`src/rtl/wrr_pkg.sv`:
```
// Shared types and helpers for the weighted round-robin arbiter family.
// Also used by the legacy single-cycle round_robin block.
package wrr_pkg;

    typedef enum logic {
        IDLE  = 1'b0,
        GRANT = 1'b1
    } state_e;

    localparam int RR_CONV = 0;
    localparam int RR_MOD  = 1;

    // Wrap is an explicit compare so non-power-of-two N never visits N..2^M-1.
    function automatic int unsigned next_ptr(input int unsigned ptr, input int unsigned n);
        return (ptr == n - 32'd1) ? 32'd0 : ptr + 32'd1;
    endfunction

endpackage

```
`src/rtl/wrr_arbiter_if.sv`:
```
// Request/grant bundle between N bus masters and the weighted round-robin arbiter.
// The master modport is the requester side; the slave modport is the arbiter side.
interface wrr_arbiter_if #(
    parameter int N = 8,
    parameter int W = 4,
    localparam int M = $clog2(N)
);

    logic           i_en;
    logic [N-1:0]   i_req;
    logic [N*W-1:0] i_weight;
    logic           i_done;
    logic [N-1:0]   o_gnt;
    logic [M-1:0]   o_gnt_id;
    logic           o_valid;
    logic [W-1:0]   o_credit;

    modport master (
        output i_en, i_req, i_weight, i_done,
        input  o_gnt, o_gnt_id, o_valid, o_credit
    );

    modport slave (
        input  i_en, i_req, i_weight, i_done,
        output o_gnt, o_gnt_id, o_valid, o_credit
    );

endinterface

```
`src/rtl/rr_pick.sv`:
```
// Combinational round-robin picker: first set request at or after the pointer,
// wrapping through N-1 back to 0.
module rr_pick #(
    parameter int N = 8,
    localparam int M = $clog2(N)
) (
    input  logic [N-1:0] i_req,
    input  logic [M-1:0] i_ptr,
    output logic [M-1:0] o_idx,
    output logic         o_any
);

    // Walking offsets in increasing order and keeping only the first hit gives the priority order.
    always_comb begin
        int   idx;
        logic found;
        idx   = 0;
        found = 1'b0;
        o_idx = '0;
        for (int off = 0; off < N; off++) begin
            idx = int'(i_ptr) + off;
            if (idx >= N) begin
                idx = idx - N;
            end
            if (!found && i_req[idx[M-1:0]]) begin
                found = 1'b1;
                o_idx = idx[M-1:0];
            end
        end
    end

    assign o_any = |i_req;

endmodule

```
`src/rtl/wrr_arbiter.sv`:
```
// Weighted round-robin arbiter: each grant lasts up to weight[winner] completed beats,
// ends early when the holder drops its request, and is always followed by one idle cycle.
module wrr_arbiter #(
    parameter int N    = 8,
    parameter int W    = 4,
    parameter int TYPE = 1,
    localparam int M   = $clog2(N)
) (
    input  logic          i_clk,
    input  logic          i_rstn,
    wrr_arbiter_if.slave  bus
);

    import wrr_pkg::*;

    state_e         state_q;
    logic [M-1:0]   ptr_q;
    logic [M-1:0]   ptr_d;
    logic [N-1:0]   gnt_q;
    logic [N-1:0]   gnt_d;
    logic [M-1:0]   gnt_id_q;
    logic           valid_q;
    logic [W-1:0]   credit_q;
    logic [W-1:0]   credit_d;
    logic [M-1:0]   winner;
    logic           anyReq;
    logic           holderReq;
    logic           lastBeat;

    rr_pick #(.N(N)) u_pick (
        .i_req (bus.i_req),
        .i_ptr (ptr_q),
        .o_idx (winner),
        .o_any (anyReq)
    );

    // Credit loaded at the grant edge; a zero weight still earns one beat.
    always_comb begin
        credit_d = '0;
        for (int i = 0; i < N; i++) begin
            if (winner == M'(i)) begin
                credit_d = bus.i_weight[i*W +: W];
            end
        end
        if (credit_d == '0) begin
            credit_d = W'(1);
        end
        gnt_d = {{(N-1){1'b0}}, 1'b1} << winner;
        if (TYPE == RR_CONV) begin
            ptr_d = M'(next_ptr(32'(ptr_q), N));
        end else begin
            ptr_d = M'(next_ptr(32'(winner), N));
        end
    end

    assign holderReq = bus.i_req[gnt_id_q];
    assign lastBeat  = bus.i_done && (credit_q == W'(1));

    // A request drop takes precedence over a done beat; both lead to the same release.
    always_ff @(posedge i_clk or negedge i_rstn) begin
        if (!i_rstn) begin
            state_q  <= IDLE;
            ptr_q    <= '0;
            gnt_q    <= '0;
            gnt_id_q <= '0;
            valid_q  <= 1'b0;
            credit_q <= '0;
        end else begin
            case (state_q)
                IDLE: begin
                    if (bus.i_en && anyReq) begin
                        state_q  <= GRANT;
                        gnt_q    <= gnt_d;
                        gnt_id_q <= winner;
                        valid_q  <= 1'b1;
                        credit_q <= credit_d;
                        ptr_q    <= ptr_d;
                    end
                end
                GRANT: begin
                    if (!holderReq || lastBeat) begin
                        state_q  <= IDLE;
                        gnt_q    <= '0;
                        gnt_id_q <= '0;
                        valid_q  <= 1'b0;
                        credit_q <= '0;
                    end else if (bus.i_done) begin
                        credit_q <= credit_q - W'(1);
                    end
                end
                default: begin
                    state_q <= IDLE;
                end
            endcase
        end
    end

    assign bus.o_gnt    = gnt_q;
    assign bus.o_gnt_id = gnt_id_q;
    assign bus.o_valid  = valid_q;
    assign bus.o_credit = credit_q;

endmodule

```
`src/flat_wrapper.sv`:
```
// flat-port wrapper written by rule: the top's interface ports become plain ports
module wrr_arbiter_flat import wrr_pkg::*;
#(
    parameter int N    = 8,
    parameter int W    = 4,
    parameter int TYPE = 1,
    localparam int M   = $clog2(N)
)
  (i_clk, i_rstn, bus_i_en, bus_i_req, bus_i_weight, bus_i_done, bus_o_gnt, bus_o_gnt_id, bus_o_valid, bus_o_credit);
  wrr_arbiter_if #(.N(N), .W(W)) bus_i ();
  input  logic i_clk;
  input  logic i_rstn;
  input wire logic [$bits(bus_i.i_en)-1:0] bus_i_en;
  input wire logic [$bits(bus_i.i_req)-1:0] bus_i_req;
  input wire logic [$bits(bus_i.i_weight)-1:0] bus_i_weight;
  input wire logic [$bits(bus_i.i_done)-1:0] bus_i_done;
  output wire logic [$bits(bus_i.o_gnt)-1:0] bus_o_gnt;
  output wire logic [$bits(bus_i.o_gnt_id)-1:0] bus_o_gnt_id;
  output wire logic [$bits(bus_i.o_valid)-1:0] bus_o_valid;
  output wire logic [$bits(bus_i.o_credit)-1:0] bus_o_credit;
  assign bus_i.i_en = bus_i_en;
  assign bus_i.i_req = bus_i_req;
  assign bus_i.i_weight = bus_i_weight;
  assign bus_i.i_done = bus_i_done;
  assign bus_o_gnt = bus_i.o_gnt;
  assign bus_o_gnt_id = bus_i.o_gnt_id;
  assign bus_o_valid = bus_i.o_valid;
  assign bus_o_credit = bus_i.o_credit;
  wrr_arbiter #(.N(N), .W(W), .TYPE(TYPE)) u_core (.i_clk(i_clk), .i_rstn(i_rstn), .bus(bus_i));
endmodule
```
`config.mk`:
```
export PLATFORM = sky130hd
export DESIGN_NAME = wrr_arbiter_flat
export DESIGN_NICKNAME = d
export VERILOG_FILES = /design/src/rtl/wrr_pkg.sv /design/src/rtl/wrr_arbiter_if.sv /design/src/rtl/rr_pick.sv /design/src/rtl/wrr_arbiter.sv /design/src/flat_wrapper.sv
export SDC_FILE = /design/constraint.sdc
export NUM_CORES = 1
export LEC_CHECK = 0
export CAP_MARGIN = 20
export CORE_MARGIN = 4
export CORE_UTILIZATION = 40
export DETAILED_ROUTE_END_ITERATION = 16
export PLACE_DENSITY = 0.67
export SYNTH_ARGS = -nofsm -noshare
export SYNTH_HDL_FRONTEND = slang
export SYNTH_SLANG_ARGS = --single-unit
```
`constraint.sdc`:
```
create_clock -name i_clk -period 6.3 [get_ports i_clk]
set_input_delay 0.945 -clock i_clk [delete_from_list [all_inputs] [get_ports i_clk]]
set_output_delay 0.945 -clock i_clk [all_outputs]
set_load 0.01 [all_outputs]
```
==> results of run 1 <==
==> layout by cell type, fill, tap and decap left out, types with 2 or more instances in the layout <==
| cell | n |
|---|---|
| o22ai_1 | 2 |
| a21o_1 | 3 |
| clkbuf_8 | 4 |
| nor2_1 | 27 |
| mux2i_1 | 11 |
| inv_1 | 15 |
| clkdlybuf4s50_1 | 59 |
| o21ai_0 | 19 |
| nor4_1 | 3 |
| dfrtp_1 | 20 |
| and2_1 | 3 |
| mux2_4 | 3 |
| a21boi_0 | 2 |
| nor3b_1 | 5 |
| a221o_1 | 3 |
| a22oi_1 | 2 |
| nand4b_1 | 2 |
| ha_1 | 10 |
| a211oi_1 | 2 |
| nand3_1 | 2 |
| a221oi_2 | 2 |
| nand2_1 | 29 |
| mux2_2 | 6 |
| a221oi_1 | 4 |
| a22o_1 | 8 |
| a31oi_1 | 3 |
| nor2b_1 | 5 |
| o31ai_1 | 2 |
| mux4_2 | 16 |
| o211ai_1 | 2 |
| a21oi_1 | 20 |
| nor3_1 | 4 |
| or3_1 | 2 |
| xnor2_1 | 2 |
| buf_4 | 2 |
==> logic make-up (layout without fill, tap and decap cells) <==
family / Yosys count / after routing / synth area share (%)
adder cells (fa/ha/maj): 10 / 10 / 5.173
XOR/XNOR: 3 / 3 / 1.087
AND/OR/NAND/NOR: 88 / 88 / 17.38
flip-flops: 20 / 20 / 20.69
AO/OA/AOI/OAI: 85 / 85 / 24.83
buffers and inverters: 38 / 80 / 6.725
multiplexers: 36 / 36 / 24.11
==> how the worst min path moves through the flow <==
stage	from	depth (start not counted)	endpoint
after CTS	u_core.bus.o_gnt[0]$_DFFE_PN0P_	1	u_core.bus.o_gnt[0]$_DFFE_PN0P_
after global routing	u_core.bus.o_gnt[6]$_DFFE_PN0P_	1	u_core.bus.o_gnt[6]$_DFFE_PN0P_
after floorplan	u_core.bus.o_gnt[4]$_DFFE_PN0P_	1	u_core.bus.o_gnt[4]$_DFFE_PN0P_
final	u_core.bus.o_gnt[0]$_DFFE_PN0P_	1	u_core.bus.o_gnt[0]$_DFFE_PN0P_
after detailed placement	u_core.bus.o_gnt[0]$_DFFE_PN0P_	1	u_core.bus.o_gnt[0]$_DFFE_PN0P_
after global placement	u_core.bus.o_gnt[0]$_DFFE_PN0P_	1	u_core.bus.o_gnt[0]$_DFFE_PN0P_
==> registers in the layout, summed over array words and instances, names as in the netlist <==
name,cells
u_core.bus.o_credit,4
u_core.bus.o_gnt,8
u_core.bus.o_gnt_id,3
u_core.bus.o_valid,1
u_core.ptr_q,3
u_core.state_q,1
==> worst reg2reg max path: stages (launching register included) <==
cell	delay (ps)
dfrtp_1	350
buf_4	360
ha_1	470
mux4_2	560
mux2i_1	200
a22oi_1	190
or3_1	390
o211a_1	240
a21oi_1	300
inv_1	150
ha_1	400
nand2_1	140
nor2_1	40
a21oi_1	130
nor2_1	50
a21oi_1	130
o21ai_0	90
o21ai_0	320
o21ai_1	130
a221o_1	360
==> through the flow <==
step           instances  cell area (um^2)  utilization, %  setup WS [ps]  hold slack [ps]
2_1_floorplan        280              2419               -           1475            532.8
3_3_place_gp         393              3012           51.17          913.9            487.4
3_5_place_dp         393              3012           51.17          897.9            490.8
4_1_cts              397              3067           52.10           1175            512.8
5_1_grt              397              3067           52.10          777.3            526.7
6_report             397              3067           52.10           1091            509.4
==> layout make-up <==
cell class	count	area [um^2]	area share, %
inverters	15	56.30	1.836
multi-input cells	222	1755	57.24
clock buffers	4	55.05	1.795
repair buffers	61	605.6	19.75
well taps	75	93.84	3.060
flip-flops and latches	20	500.5	16.32
==> metal layers <==
layer / part of all wire [%] / wire length (um) / track usage, % / vias to the layer above
met3: 4.3 / 291 / 2.786 / 4
met5: 0 / 0 / 0 / -
met2: 47 / 3221 / 28.46 / 55
li1: - / - / - / 1130
met4: 0.57 / 39 / 3.597 / 0
met1: 48 / 3264 / 27.69 / 1118
==> impl_results.md, run 1 <==
* Status: finished, final reports clean
* Largest stage delay on the critical path at 590 ps
* Num Clock Sinks at 20
* Fraction of registers with async set/reset at between 90% and 100%
* Synth top cells by count: nand2_1, nor2_1, a21oi_1, dfrtp_1, o21ai_0
* Hold Vio Cnt, Final at 0
* Final setup vio count at 0
* Final wirelength at approximately 6800 um
* Gpl congestion at 0.9020
* Share of layout cells above drive strength 1 at a little under an eighth
* Cell accounting for the most synthesized area: dfrtp_1
* Die height at roughly 86 um
* Number of setup buffers added after CTS at 0
* Worst-path clk slew at 70 ps
* IO Port Bufs at between 50 and 60
* Critical path arrival at roughly 5400 ps
* Vias in the first global route at 2226
* Die X at ~86 um
* Maximum fanout along the worst path at 13
* Grt ovf at 0
* Reg2reg start: u_core.ptr_q[0]$_DFFE_PN0P_
* Number of synthesized flops with an enable pin at 0
* ANT cells at 0
* First-pass GRT wire length at 11210 um
* Total die area at around 0.0074 mm^2
* Least-Margin Pin Slew at 875.6 ps
* Core Rows at 28
* Vias post-DR at about 2.3k
* Area added between synthesis and finish at 26.80%
* Endpoint class of the critical path: flop
* Filler Cell Count at 529
* Flops & latches, synth at 20
* RR Endpoint: u_core.bus.o_credit[3]$_DFFE_PN0P_
* Later-pin clock latency in the skew report at ~250 ps
* Synthesized area at 0.002419 mm^2
* Synth top area cells: dfrtp_1, mux4_2, ha_1
* Most frequent cell after synthesis: nand2_1
* CP Cell Sequence: clkdlybuf4s50_1 -> mux4_2 -> mux2i_1 -> a22oi_1 -> or3_1 -> o211a_1 -> a21oi_1 -> inv_1 -> ha_1 -> nand2_1 -> nor2_1 -> a21oi_1 -> nor2_1 -> a21oi_1 -> o21ai_0 -> o21ai_0 -> o21ai_1 -> a221o_1
* Period minus WS final at ~5200 ps
* I/O Pins at 60
* Post-synth top flop: dfrtp_1
* Crit. Startpoint: bus_i_req[2]
* Hpwl dp at ~5000 um
* Pins Over Slew Limit at 0
* CORE AREA at slightly below 0.006 mm^2
* DRC at 0
* Nets at roughly 380
* Initial antenna violation count at 0
* Yosys warns at 0
* Startpoint Class: input port
* Yosys cell types at 54
* CTS tree: built
* Hold_buf cts at 0
* RSZ-0062 raised after global routing: no
* Fmax at 192.0 MHz
* Crit path max-delay family: compound AO/OA/AOI/OAI gates
* Clk root buf: clkbuf_8
* Critical path type: in -> reg
* Routed wire length per instance at around 17 um
* CTS Buf Count at 3
* Slew HR at between 40% and 50%
* Post-CTS sizing at 0
* Largest net degree at the start of global routing at 27
* DRT iter0 DRCs at between 150 and 200
* Setup TNS at 0 ps
* Post-synth top area share at between 20% and 30%
* CP Buf/Inv Count at 2
* R2r setup slk at around 1200 ps
* 1st-pass router iterations at 4
* Vias per Instance at about 5.8
* Register area share after synthesis at approximately a fifth
* Starting Density at 41.09%
* Worst path required time at around 6400 ps
* Htree depth at 1
* Setup Skew at roughly 2 ps
* Worst path slowest cell: clkdlybuf4s50_1
* Post-route ant nets at 0
* Most frequent CP cell: a21oi_1
* Syn Area/Cell at between 8 and 9 um^2
* Max clock buf depth at 2
* Maxcap violations at 0
* Tcrit/Tclk final at 82.68%
* R2R cell count at 19
* Mapped Cells at 280
* Path length in cells of the critical path at 18
* Critical Path End: u_core.bus.o_credit[3]$_DFFE_PN0P_
* Syn_nets at approximately 330
* GRT Overall Usage at a little under a fifth
* Worst hold path type: reg -> reg
Power of run 1 is not shown: default switching activity piles up to over one toggle a cycle in this logic, so the estimate is an artifact.
==> run 2, diff against run 1 <==
--- a/config.mk
+++ b/config.mk
@@ -9,7 +9,7 @@
 export CORE_MARGIN = 4
 export CORE_UTILIZATION = 40
 export DETAILED_ROUTE_END_ITERATION = 16
-export PLACE_DENSITY = 0.67
+export PLACE_DENSITY = 0.7
 export SYNTH_ARGS = -nofsm -noshare
 export SYNTH_HDL_FRONTEND = slang
 export SYNTH_SLANG_ARGS = --single-unit
==> constraint.sdc (replaced) <==
create_clock -name i_clk -period 4.55 [get_ports i_clk]
set_input_delay 0.6825 -clock i_clk [delete_from_list [all_inputs] [get_ports i_clk]]
set_output_delay 0.6825 -clock i_clk [all_outputs]
set_load 0.01 [all_outputs]
==> run 2 against run 1 <==
  * Count of clock-buffer cells in the layout unchanged
  * Flip-flop and latch count unchanged
  * Clock skew decreased by 0.63 ps
  * Critical endpoint is now u_core.bus.o_credit[2]$_DFFE_PN0P_
  * Register-to-register slack got worse by 930 ps
  * First-iteration DRC count down 16%
  * Design area is 15% higher
  * Sequential share of layout area decreased by 2.1 points
  * Via count up 12%
==> impl_results.md, run 2 (synthesized netlist as in run 1, its figures left out) <==
* GRT Overall Usage at 20.61% (was 18.52%)
* Tcrit/Tclk final at a little over nine tenths
* Post-place setup slack at -188.1 ps (was 897.9 ps)
* Share of layout cells above drive strength 1 at 27.27% (was 11.49%)
* 1st-pass router iterations at 4 (unchanged)
* Htree depth at 1 (unchanged)
* Filler Cell Count at 537 (was 529)
* Hold Vio Cnt, Final at 0 (unchanged)
* Die X at 85.76 um (unchanged)
* Routed wire length per instance at 16.67 um (was 17.17 um)
* Largest net degree at the start of global routing at 21 (was 27)
* CTS Buf Count at 3 (unchanged)
* Vias post-DR at 2591 (was 2307)
* Maxcap violations at 0 (unchanged)
* Starting Density at 41.09% (unchanged)
* Period minus WS final at 4402 ps
* Post-route ant nets at 0 (unchanged)
* DRC at 0 (unchanged)
* Final setup vio count at 0 (unchanged)
* Maximum fanout along the worst path at 8 (was 13)
* Later-pin clock latency in the skew report at 250 ps (about the same)
* CTS tree: built (unchanged)
* Reg2reg start: u_core.ptr_q[0]$_DFFE_PN0P_ (unchanged)
* Die height at 85.76 um (unchanged)
* Post-CTS sizing at 0 (unchanged)
* Initial antenna violation count at 0 (unchanged)
* Vias in the first global route at 2586 (was 2226)
* Endpoint class of the critical path: flop (unchanged)
* Hold_ws at 500.0 ps (was 509.4 ps)
* Hold_buf cts at 0 (unchanged)
* Setup Skew at 1.326 ps (was 1.959 ps)
* IO Port Bufs at 59 (unchanged)
* Core Rows at 28 (unchanged)
* ANT cells at 0 (unchanged)
* RSZ-0062 raised after global routing: yes (was no)
* Gpl congestion at 0.9144 (was 0.9020)
* Critical path type: in -> reg (unchanged)
* Setup ws final at 148.3 ps (was 1091 ps)
* Grt ovf at 0 (unchanged)
* Pins Over Slew Limit at 0 (unchanged)
* Critical path arrival at 4540 ps (was 5350 ps)
* Fmax at between 200 and 250 MHz
* Nets at 429 (was 377)
* Placed insts at 445 (was 393)
* CORE AREA at 0.005886 mm^2 (unchanged)
* Post-Layout Cell Count at 449 (was 397)
* DRT iter0 DRCs at 167 (was 198)
* Startpoint Class: input port (unchanged)
* Worst hold path type: reg -> reg (unchanged)
* Number of setup buffers added after CTS at 0 (unchanged)
* Most common cell after layout, fill and taps aside: clkdlybuf4s50_1 (unchanged)
* Most frequent cells in the layout: clkdlybuf4s50_1, buf_4, nand2_1, nor2_1, dfrtp_1 (was clkdlybuf4s50_1, nand2_1, nor2_1, a21oi_1, dfrtp_1)
* Area added between synthesis and finish at 45.21% (was 26.80%)
* Final wirelength at 7486 um (was 6817 um)
* First-pass GRT wire length at 12300 um (was 11210 um)
* Max reg flops at 8 (unchanged)
* Status: finished, final reports clean (unchanged)
* Total die area at 0.007355 mm^2 (unchanged)
* Worst-path clk slew at 70 ps (about the same)
* Crit. Startpoint: bus_i_req[4] (was bus_i_req[2])
* Num Clock Sinks at 20 (unchanged)
* Clk root buf: clkbuf_8 (unchanged)
* Least-Margin Pin Slew at 895.5 ps (was 875.6 ps)
* Hpwl dp at 5970 um (was 5145 um)
* Hold_sp: u_core.bus.o_gnt[4]$_DFFE_PN0P_ (was u_core.bus.o_gnt[0]$_DFFE_PN0P_)
* Vias per Instance at 5.771 (was 5.811)
* Worst path required time at 4690 ps (was 6440 ps)
* I/O Pins at 60 (unchanged)
* Max clock buf depth at 2 (unchanged)
* Slew HR at 40.11% (was 41.45%)
[run 2: cell count changes in the layout (fill, tap and decap cells not counted), moves of 2 or more]
cell	previous run	this run
mux2i_2	0	3
dlymetal6s2s_1	0	2
a21oi_1	20	18
ha_2	0	3
clkdlybuf4s50_1	59	57
buf_4	2	54
mux2i_1	11	8
ha_1	10	7
a21oi_2	0	2
[run 2: layout make-up]
class | instances | area [um^2] | area share (%)
inverters | 15 | 60.06 | 1.710
flip-flops and latches | 20 | 500.5 | 14.25
clock buffers | 4 | 55.05 | 1.568
well taps | 75 | 93.84 | 2.672
repair buffers | 113 | 1001 | 28.50
multi-input cells | 222 | 1802 | 51.30
[run 2: worst paths after layout]
| path | to | slack [ps] | depth (start not counted) |
|---|---|---|---|
| min | u_core.bus.o_gnt[4]$_DFFE_PN0P_ | 500 | 1 |
| min reg2reg | u_core.bus.o_gnt[4]$_DFFE_PN0P_ | 500 | 1 |
| max reg2reg | u_core.bus.o_credit[2]$_DFFE_PN0P_ | 240 | 15 |
| max | u_core.bus.o_credit[2]$_DFFE_PN0P_ | 150 | 14 |
| min in group asynchronous | u_core.bus.o_gnt[0]$_DFFE_PN0P_ | 930 | 1 |
| max in group asynchronous | u_core.bus.o_gnt_id[2]$_DFFE_PN0P_ | 3070 | 1 |
[run 2: stage by stage]
step / instance area, um^2 / TNS [ps] / util (%)
6_report: 3512 / 0 / 59.67
5_1_grt: 3512 / -13.67 / 59.67
4_1_cts: 3457 / 0 / 58.74
3_5_place_dp: 3402 / -671.0 / 57.80
3_3_place_gp: 3402 / -655.7 / 57.80
2_1_floorplan: 2439 / 0 / -
[run 2: critical path, cell delays in order]
cell	delay (ps)
clkdlybuf4s50_1	430
buf_4	170
mux2_4	260
mux4_2	500
or3_1	400
or2_1	240
o22a_1	220
buf_4	150
ha_2	200
buf_4	180
a221o_1	320
a221oi_2	250
o31ai_1	160
a221o_1	370
[run 2: metal layers]
metal / part of all wire [%] / up-vias / GRT usage [%]
met5: 0 / - / 0
met4: 0.43 / 0 / 2.590
met3: 5.0 / 2 / 1.633
met2: 48 / 82 / 33.97
met1: 47 / 1270 / 30.38
li1: - / 1237 / -
Power of run 2 is left out for the same reason.
==> run 3, diff against run 2 <==
--- a/config.mk
+++ b/config.mk
@@ -9,7 +9,7 @@
 export CORE_MARGIN = 4
 export CORE_UTILIZATION = 40
 export DETAILED_ROUTE_END_ITERATION = 16
-export PLACE_DENSITY = 0.7
+export PLACE_DENSITY = 0.66
 export SYNTH_ARGS = -nofsm -noshare
 export SYNTH_HDL_FRONTEND = slang
 export SYNTH_SLANG_ARGS = --single-unit
==> run 3 against run 2 <==
  * Critical path depth increased by 5
  * First-iteration DRC count increased by 14%
  * Maximum frequency increased by 0.16%
  * Highest routed layer unchanged
==> impl_results.md, run 3 (synthesized netlist as in run 1, its figures left out) <==
* Status: finished, final reports clean (unchanged)
* Worst hold path type: reg -> reg (unchanged)
* Num Clock Sinks at 20 (unchanged)
* Pins Over Slew Limit at 0 (unchanged)
* Initial antenna violation count at 0 (unchanged)
* DRT iter0 DRCs at 190 (was 167)
* Final wirelength at 7473 um (was 7486 um)
* Final setup vio count at 0 (unchanged)
* CTS Buf Count at 3 (unchanged)
* I/O Pins at 60 (unchanged)
* Final instance area at 0.003501 mm^2 (was 0.003512 mm^2)
* Maximum fanout along the worst path at 5 (was 8)
* Largest stage delay on the critical path at 530 ps (was 500 ps)
* Worst path slowest cell: mux4_2 (unchanged)
* Largest net degree at the start of global routing at 26 (was 21)
* Total die area at 0.007355 mm^2 (unchanged)
* Die X at 85.76 um (unchanged)
* Period minus WS final at 4395 ps (was 4402 ps)
* ANT cells at 0 (unchanged)
* Area added between synthesis and finish at 44.75% (was 45.21%)
* R2r setup slk at 200 ps (was 240 ps)
* 1st-pass router iterations at 4 (unchanged)
* Endpoint class of the critical path: flop (unchanged)
* Maxcap violations at 0 (unchanged)
* Vias in the first global route at 2483 (was 2586)
* Least-Margin Pin Slew at 871.3 ps (was 895.5 ps)
* Core Rows at 28 (unchanged)
* Vias per Instance at 5.683 (was 5.771)
* Register area at 500.5 um^2 (unchanged)
* Slew HR at 41.73% (was 40.11%)
* Reg2reg start: u_core.ptr_q[0]$_DFFE_PN0P_ (unchanged)
* R2R cell count at 20 (was 15)
* Max reg flops at 8 (unchanged)
* Hold_buf cts at 0 (unchanged)
* Max clock buf depth at 2 (unchanged)
* Starting Density at 41.09% (unchanged)
* Grt ovf at 0 (unchanged)
* CORE AREA at 0.005886 mm^2 (unchanged)
* Critical path arrival at 4540 ps (about the same)
* Worst path required time at 4690 ps (about the same)
* Hold path depth at 1 (unchanged)
* Nets at 428 (was 429)
* Startpoint Class: input port (unchanged)
* Hold_sp: u_core.bus.o_gnt[5]$_DFFE_PN0P_ (was u_core.bus.o_gnt[4]$_DFFE_PN0P_)
* Multi-input logic area at 0.001794 mm^2 (was 0.001802 mm^2)
* Crit. Startpoint: bus_i_req[5] (was bus_i_req[4])
* Hold EP: u_core.bus.o_gnt[5]$_DFFE_PN0P_ (was u_core.bus.o_gnt[4]$_DFFE_PN0P_)
* CTS tree: built (unchanged)
* Most frequent cells in the layout: clkdlybuf4s50_1, buf_4, nand2_1, nor2_1, dfrtp_1 (unchanged)
* Worst-path clk slew at 70 ps (about the same)
* Later-pin clock latency in the skew report at 260 ps (was 250 ps)
* Setup Skew at 3.700 ps (was 1.326 ps)
* Hold Vio Cnt, Final at 0 (unchanged)
* Most common cell after layout, fill and taps aside: clkdlybuf4s50_1 (unchanged)
* DRC at 0 (unchanged)
* Post-Place Cell Area at 0.003387 mm^2 (was 0.003402 mm^2)
* GRT Overall Usage at 20.32% (was 20.61%)
* Filler Cell Count at 520 (was 537)
* Hpwl dp at 5841 um (was 5970 um)
* Post-route ant nets at 0 (unchanged)
* Htree depth at 1 (unchanged)
* Fmax at 227.5 MHz (was 227.2 MHz)
* First-pass GRT wire length at 12140 um (was 12300 um)
* Critical path type: in -> reg (unchanged)
* Vias post-DR at 2546 (was 2591)
* Die height at 85.76 um (unchanged)
* Clk root buf: clkbuf_8 (unchanged)
* Tcrit/Tclk final at 96.59% (was 96.74%)
* IO Port Bufs at 59 (unchanged)
* RR Endpoint: u_core.bus.o_credit[3]$_DFFE_PN0P_ (was u_core.bus.o_credit[2]$_DFFE_PN0P_)
* Gpl congestion at 0.9047 (was 0.9144)
* CP Cell Sequence: clkdlybuf4s50_1 -> mux4_2 -> mux2i_2 -> mux2_2 -> a21oi_2 -> a21boi_0 -> o22a_2 -> inv_1 -> ha_1 -> ha_1 -> nand2_1 -> nor2_1 -> a21oi_1 -> nor2_1 -> a21oi_1 -> o211ai_1 -> o21ai_1 -> o21ai_1 -> a221o_1 (was clkdlybuf4s50_1 -> buf_4 -> mux2_4 -> mux4_2 -> or3_1 -> or2_1 -> o22a_1 -> buf_4 -> ha_2 -> buf_4 -> a221o_1 -> a221oi_2 -> o31ai_1 -> a221o_1)
* Routed wire length per instance at 16.68 um (was 16.67 um)
* Share of layout cells above drive strength 1 at 25.74% (was 27.27%)
## run 3: per-stage QoR
step	hold WS, ps	utilization [%]	setup TNS (ps)	setup slack (ps)	cells
after floorplan	386.9	-	0	7.764	280
after global placement	495.3	57.55	-624.2	-236.6	443
after detailed placement	484.1	57.55	-818.6	-249.0	443
after CTS	504.5	58.48	0	8.537	447
after global routing	544.4	59.48	-143.1	-77.22	448
final	500.8	59.48	0	155.3	448
## run 3: cell type report
| type | instances | share of cell area (%) |
|---|---|---|
| Multi-Input combinational cell | 222 | 51.25 |
| Inverter | 15 | 1.608 |
| Sequential cell | 20 | 14.30 |
| Tap cell | 75 | 2.680 |
| Timing Repair Buffer | 112 | 28.59 |
| Clock buffer | 4 | 1.573 |
## run 3: how the worst max path moves through the flow
stage                                                    end  slack, ps  cells after the start
final                     u_core.bus.o_credit[3]$_DFFE_PN0P_        160                     19
after global routing      u_core.bus.o_credit[3]$_DFFE_PN0P_        -80                     20
after CTS                 u_core.bus.o_credit[0]$_DFFE_PN0P_          9                     20
after detailed placement  u_core.bus.o_credit[3]$_DFFE_PN0P_       -250                     20
after global placement    u_core.bus.o_credit[3]$_DFFE_PN0P_       -240                     20
after floorplan           u_core.bus.o_credit[3]$_DFFE_PN0P_          8                     25
## run 3: timing repair
action	4_1_cts	5_1_grt
buffers inserted	0	1
gates resized for setup	0	16
endpoints found under the setup margin	0	4
## run 3: critical path: cells and delay by family
family | cells | cell delay [ps]
buffers and inverters | 2 | 540
AOI/OAI and AO/OA | 9 | 1570
adders and majority gates | 2 | 430
muxes | 3 | 1140
and+or+nand+nor | 3 | 170
## run 3: metal layers
layer	wire, um	track usage [%]	vias to the layer above
li1	-	-	1234
met1	3459	29.79	1214
met2	3481	31.64	85
met3	392	2.305	13
met4	139	5.755	0
met5	0	0	-
Power of run 3 is left out for the same reason.
==> RTL change 1: new RTL, settings of run 3 <==
`N` is set to 8 in 4 places; all go to 16.
--- a/src/rtl/wrr_arbiter_if.sv
+++ b/src/rtl/wrr_arbiter_if.sv
@@ -1,7 +1,7 @@
 // Request/grant bundle between N bus masters and the weighted round-robin arbiter.
 // The master modport is the requester side; the slave modport is the arbiter side.
 interface wrr_arbiter_if #(
-    parameter int N = 8,
+    parameter int N = 16,
     parameter int W = 4,
     localparam int M = $clog2(N)
 );
--- a/src/rtl/rr_pick.sv
+++ b/src/rtl/rr_pick.sv
@@ -1,7 +1,7 @@
 // Combinational round-robin picker: first set request at or after the pointer,
 // wrapping through N-1 back to 0.
 module rr_pick #(
-    parameter int N = 8,
+    parameter int N = 16,
     localparam int M = $clog2(N)
 ) (
     input  logic [N-1:0] i_req,
--- a/src/rtl/wrr_arbiter.sv
+++ b/src/rtl/wrr_arbiter.sv
@@ -1,7 +1,7 @@
 // Weighted round-robin arbiter: each grant lasts up to weight[winner] completed beats,
 // ends early when the holder drops its request, and is always followed by one idle cycle.
 module wrr_arbiter #(
-    parameter int N    = 8,
+    parameter int N    = 16,
     parameter int W    = 4,
     parameter int TYPE = 1,
     localparam int M   = $clog2(N)
--- a/src/flat_wrapper.sv
+++ b/src/flat_wrapper.sv
@@ -1,7 +1,7 @@
 // flat-port wrapper written by rule: the top's interface ports become plain ports
 module wrr_arbiter_flat import wrr_pkg::*;
 #(
-    parameter int N    = 8,
+    parameter int N    = 16,
     parameter int W    = 4,
     parameter int TYPE = 1,
     localparam int M   = $clog2(N)
Ports: changed (resized bus_i_req, bus_i_weight, bus_o_gnt and bus_o_gnt_id); port bits go from 60 to 109. The function was not compared with the original's and may differ.
==> RTL change 1 against run 3 <==
  * The flow now finishes with violations (negative setup slack)
  * Worst setup slack got worse by 0.56 ns
  * Non-clock buffer count rose by 180
  * Critical path depth did not move
  * Cell count rose by 110%
  * Wire length rose to 2.7 times the old value
  * Area after synthesis rose by 110%
  * First-iteration DRC count rose to 3.3 times the old value
  * Final area rose by 130%
  * Clock skew barely moved
  * Sequential cell count rose by 10
  * Highest routed layer unchanged
Power is left out: the tool's default activity adds up to more than one toggle a clock period on the data nets, which glitch-free logic cannot reach.
==> RTL change 1: results (changes against run 3) <==
crit_end: "u_core.bus.o_credit[0]$_DFFE_PN0P_"
dp_hpwl_um: 15900  # +170%
outcome: "finished with violations"
largest_reg_flops: 16  # +8
fillCellCount: 959  # +84%
hold_depth: 2  # +1
gp_congestion: 1.02  # +13%
fin_skew_ns: 0.00399  # +0.000295 ns
setup_viol: 5  # +5
syn-num-nets: 644  # +93%
reg2regPathDepth: 19  # -5.0%
synth.area.top_cells: "mux4_2, dfrtp_1, mux2i_1, nand2_1, a22o_1"
met1Wirelength_um: 8520  # +150%
max-slew-margin-rel_pct: 55.4  # +14 points
synth_xor_area_share_pct: 2.53  # +1.4 points
yosysUniqueCellTypes: 90  # +67%
drive_gt1_share_pct: 40.6  # +15 points
io_buffers: 108  # +83%
use_met1_pct: 36.5  # +6.7 points
layout.nets: 893  # +110%
layout_setup_ws_ns: -0.407  # -0.562 ns
met3_usage_pct: 4.01  # +1.7 points
wire_per_inst_um: 21.2  # +27%
max_stage_delay_ns: 0.57  # +0.04 ns
clock-root-buffer: "clkbuf_16"
post_cts_buffers: 16  # +16
wl_met3_um: 1290  # +230%
synth_common_cells: "nand2_1, mux4_2, nor2_1"
grt.total_usage_pct: 27.0  # +6.6 points
violations: "negative setup slack"
yosys.area_share.adder_pct: 3.68  # -1.5 points
ctsHtreeMaxLevel: 2  # +1
drt-pass1-iter-count: 5  # +1
grt.met2_usage_pct: 44.5  # +13 points
critPathTopFamily: "multiplexers"
min_to: "u_core.bus.o_valid$_DFFE_PN0P_"
drt_iter0_drc: 621  # +230%
grt_pass1_wl_um: 31600  # +160%
clkTransAtPathRegs_ns: 0.05  # -0.02 ns
synth-seq-area-share_pct: 14.7  # -6.0 points
cts_resized: 49  # +49
crit_arrival_ns: 5.14  # +0.60 ns
synthFlopType: "dfrtp_1"
pre_cts_ws_ns: -0.973  # -0.724 ns
viasPerCell: 6.13  # +7.8%
critPathLaunch: "u_core.ptr_q[1]$_DFFE_PN0P_"
met2WireLength_um: 9960  # +190%
grt_max_degree: 31  # +19%
hold_start: "u_core.bus.o_valid$_DFFE_PN0P_"
numCtsBuffers: 5  # +2
cp_max_fo: 7  # +2
muxShareOfSynthArea_pct: 30.8  # +6.7 points
first_global_vias: 5897  # +140%
==> RTL change 1: cell count changes after synthesis, moves of 7 or more <==
cell      delta
inv_1        -7
a22oi_1     +17
nor3_1      +10
mux2i_1     +20
mux2_1       +7
clkbuf_1    +14
mux4_2      +30
nand3_1     +12
nand2_1     +26
nand4_1      +7
a22o_1      +15
dfrtp_1     +10
nor2_1      +15
==> RTL change 1: layout make-up <==
cell class              count  area [um^2]  share of cell area [%]
clock buffers               7          143                    1.78
clock inverters             1         5.00                  0.0623
inverters                  12         62.6                   0.779
multi-input cells         453         4360                    54.2
flip-flops and latches     30          754                    9.40
well taps                 168          210                    2.62
repair buffers            292         2500                    31.1
==> RTL change 1: through the flow <==
stage                     hold WS (ns)  TNS, ns  cells  area, um^2
after floorplan                  0.387    -1.20    545        5220
after global placement           0.466    -6.58    931        7430
after detailed placement         0.472    -7.40    931        7430
after CTS                        0.491    -1.17    956        7880
after global routing             0.516    -2.45    963        8030
final                            0.487    -1.47    963        8030
==> RTL change 2: new RTL, settings of run 3 <==
Made on the original files. Reset style: synchronous (`i_rstn`), changed in one clocked block.
--- a/src/rtl/wrr_arbiter.sv
+++ b/src/rtl/wrr_arbiter.sv
@@ -57,7 +57,7 @@
     assign lastBeat  = bus.i_done && (credit_q == W'(1));
 
     // A request drop takes precedence over a done beat; both lead to the same release.
-    always_ff @(posedge i_clk or negedge i_rstn) begin
+    always_ff @(posedge i_clk) begin
         if (!i_rstn) begin
             state_q  <= IDLE;
             ptr_q    <= '0;
Formal check against the unedited RTL: differs if i_rstn is asserted again (counterexample within 4 cycles, from zero or initial values and one cycle with i_rstn low); with i_rstn held inactive, the same outputs for 4 cycles.
==> RTL change 2 against run 3 <==
  * Wire length increased by 1.2%
  * Area after synthesis decreased by 0.72%
  * Hold slack got worse by 0.015 ns
  * Clock skew increased by 0.00053 ns
  * Via count increased by 3.8%
  * Sequential cell count unchanged
  * Synthesized cell count increased by 9.3%
  * Global-route usage decreased by 0.53 points
  * Worst setup slack improved by 0.043 ns
  * Final area increased by 1.4%
  * Non-clock buffer count unchanged
==> RTL change 2: results (changes against run 3) <==
outcome: "finished, final reports clean"
reg2regPathDepth: 18  # -10%
drt_iter0_drc: 139  # -27%
worstMarginPinSlew_ns: 0.572  # -0.299 ns
dp.cells: 456  # +2.9%
clkTransAtPathRegs_ns: 0.07  # about the same
fillCellCount: 489  # -6.0%
syn_avg_cell_area_um2: 7.85  # -9.2%
max_stage_delay_ns: 0.56  # +0.03 ns
hold_start: "u_core.bus.o_gnt[3]$_SDFFE_PN0P_"
dp_hpwl_um: 5580  # -4.5%
cp-start-kind: "flop"
met2WireLength_um: 3540  # +1.6%
layout.nets: 448  # +4.7%
hold_depth: 2  # +1
drive_gt1_share_pct: 25.4  # -0.29 points
cp_max_fo: 10  # +5
wl_met3_um: 370  # -5.6%
critPathTopFamily: "simple AND/OR/NAND/NOR gates"
clock-root-buffer: "clkbuf_8"
hold_path_class: "reg -> reg"
synth-seq-area-share_pct: 16.7  # -4.0 points
crit_end: "u_core.bus.o_credit[2]$_SDFFE_PN0P_"
yosysUniqueCellTypes: 54  # unchanged
met3_usage_pct: 2.82  # +0.51 points
fin_hold_ws_ns: 0.486  # -0.0149 ns
antenna_found_initial: 0  # unchanged
use_met1_pct: 30.8  # +1.1 points
grt.met2_usage_pct: 29.5  # -2.1 points
viasPerCell: 5.68  # about the same
cts_buffer_depth: 2  # unchanged
critPathLaunch: "u_core.ptr_q[1]$_SDFFE_PN0P_"
grt.total_usage_pct: 19.8  # -0.53 points
worst_path_max_delay_cell: "or4_4"
dpl_cell_area_um2: 3310  # -2.3%
cts_resized: 6  # +6
wl_um: 7570  # +1.2%
met1Wirelength_um: 3620  # +4.7%
layout.cells.non_filler: 465  # +3.8%
async_flop_share_pct: 0  # -100 points
synthFlopType: "dfxtp_1"
grt_pass1_wl_um: 12200  # +0.51%
grt_max_degree: 20  # -23%
first_global_vias: 2464  # -0.77%
min_to: "u_core.bus.o_gnt[3]$_SDFFE_PN0P_"
numCtsBuffers: 3  # unchanged
pre_cts_ws_ns: -0.314  # -0.0648 ns
post_cts_buffers: 0  # unchanged
gp_congestion: 0.885  # -2.2%
layout.area.seq_um2: 400  # -20%
layout_setup_ws_ns: 0.198  # +0.0429 ns
syn-num-nets: 360  # +7.8%
synth_common_cells: "nand2_1, a21oi_1, nor2_1"
fin_skew_ns: 0.00423  # +0.000532 ns
synth.area.top_cells: "dfxtp_1, mux4_2, mux2i_1, nand2_1, ha_1"
RTL change 2: changes by cell type after synthesis, sizes merged, moves of 6 or more:
cell	change
dfxtp	+20
nand3	+6
nand2	+6
dfrtp	-20
a32oi	+7
mux2i	+7
a22o	-8
RTL change 2: power by group:
group	internal, mW	leakage [nW]	switching, mW
logic	0.993	1.25	0.960
clock network	0.0769	0.0288	0.0558
registers	0.219	0.164	0.0418
total	1.29	1.44	1.06
RTL change 2: final cells by class:
class / count / area share, %
Timing Repair Buffer: 112 / 28.6
Sequential cell: 20 / 11.3
Tap cell: 72 / 2.54
Multi-Input combinational cell: 247 / 55.0
Inverter: 10 / 1.06
Clock buffer: 4 / 1.55
RTL change 2: cells by family after synthesis:
| group | share of synthesized area, % |
|---|---|
| adder cells (fa/ha/maj) | 5.21 |
| AO/OA/AOI/OAI | 23.0 |
| multiplexers | 22.7 |
| buffers and inverters | 7.35 |
| flip-flops | 16.7 |
| XOR/XNOR | 2.19 |
| AND/OR/NAND/NOR | 22.9 |
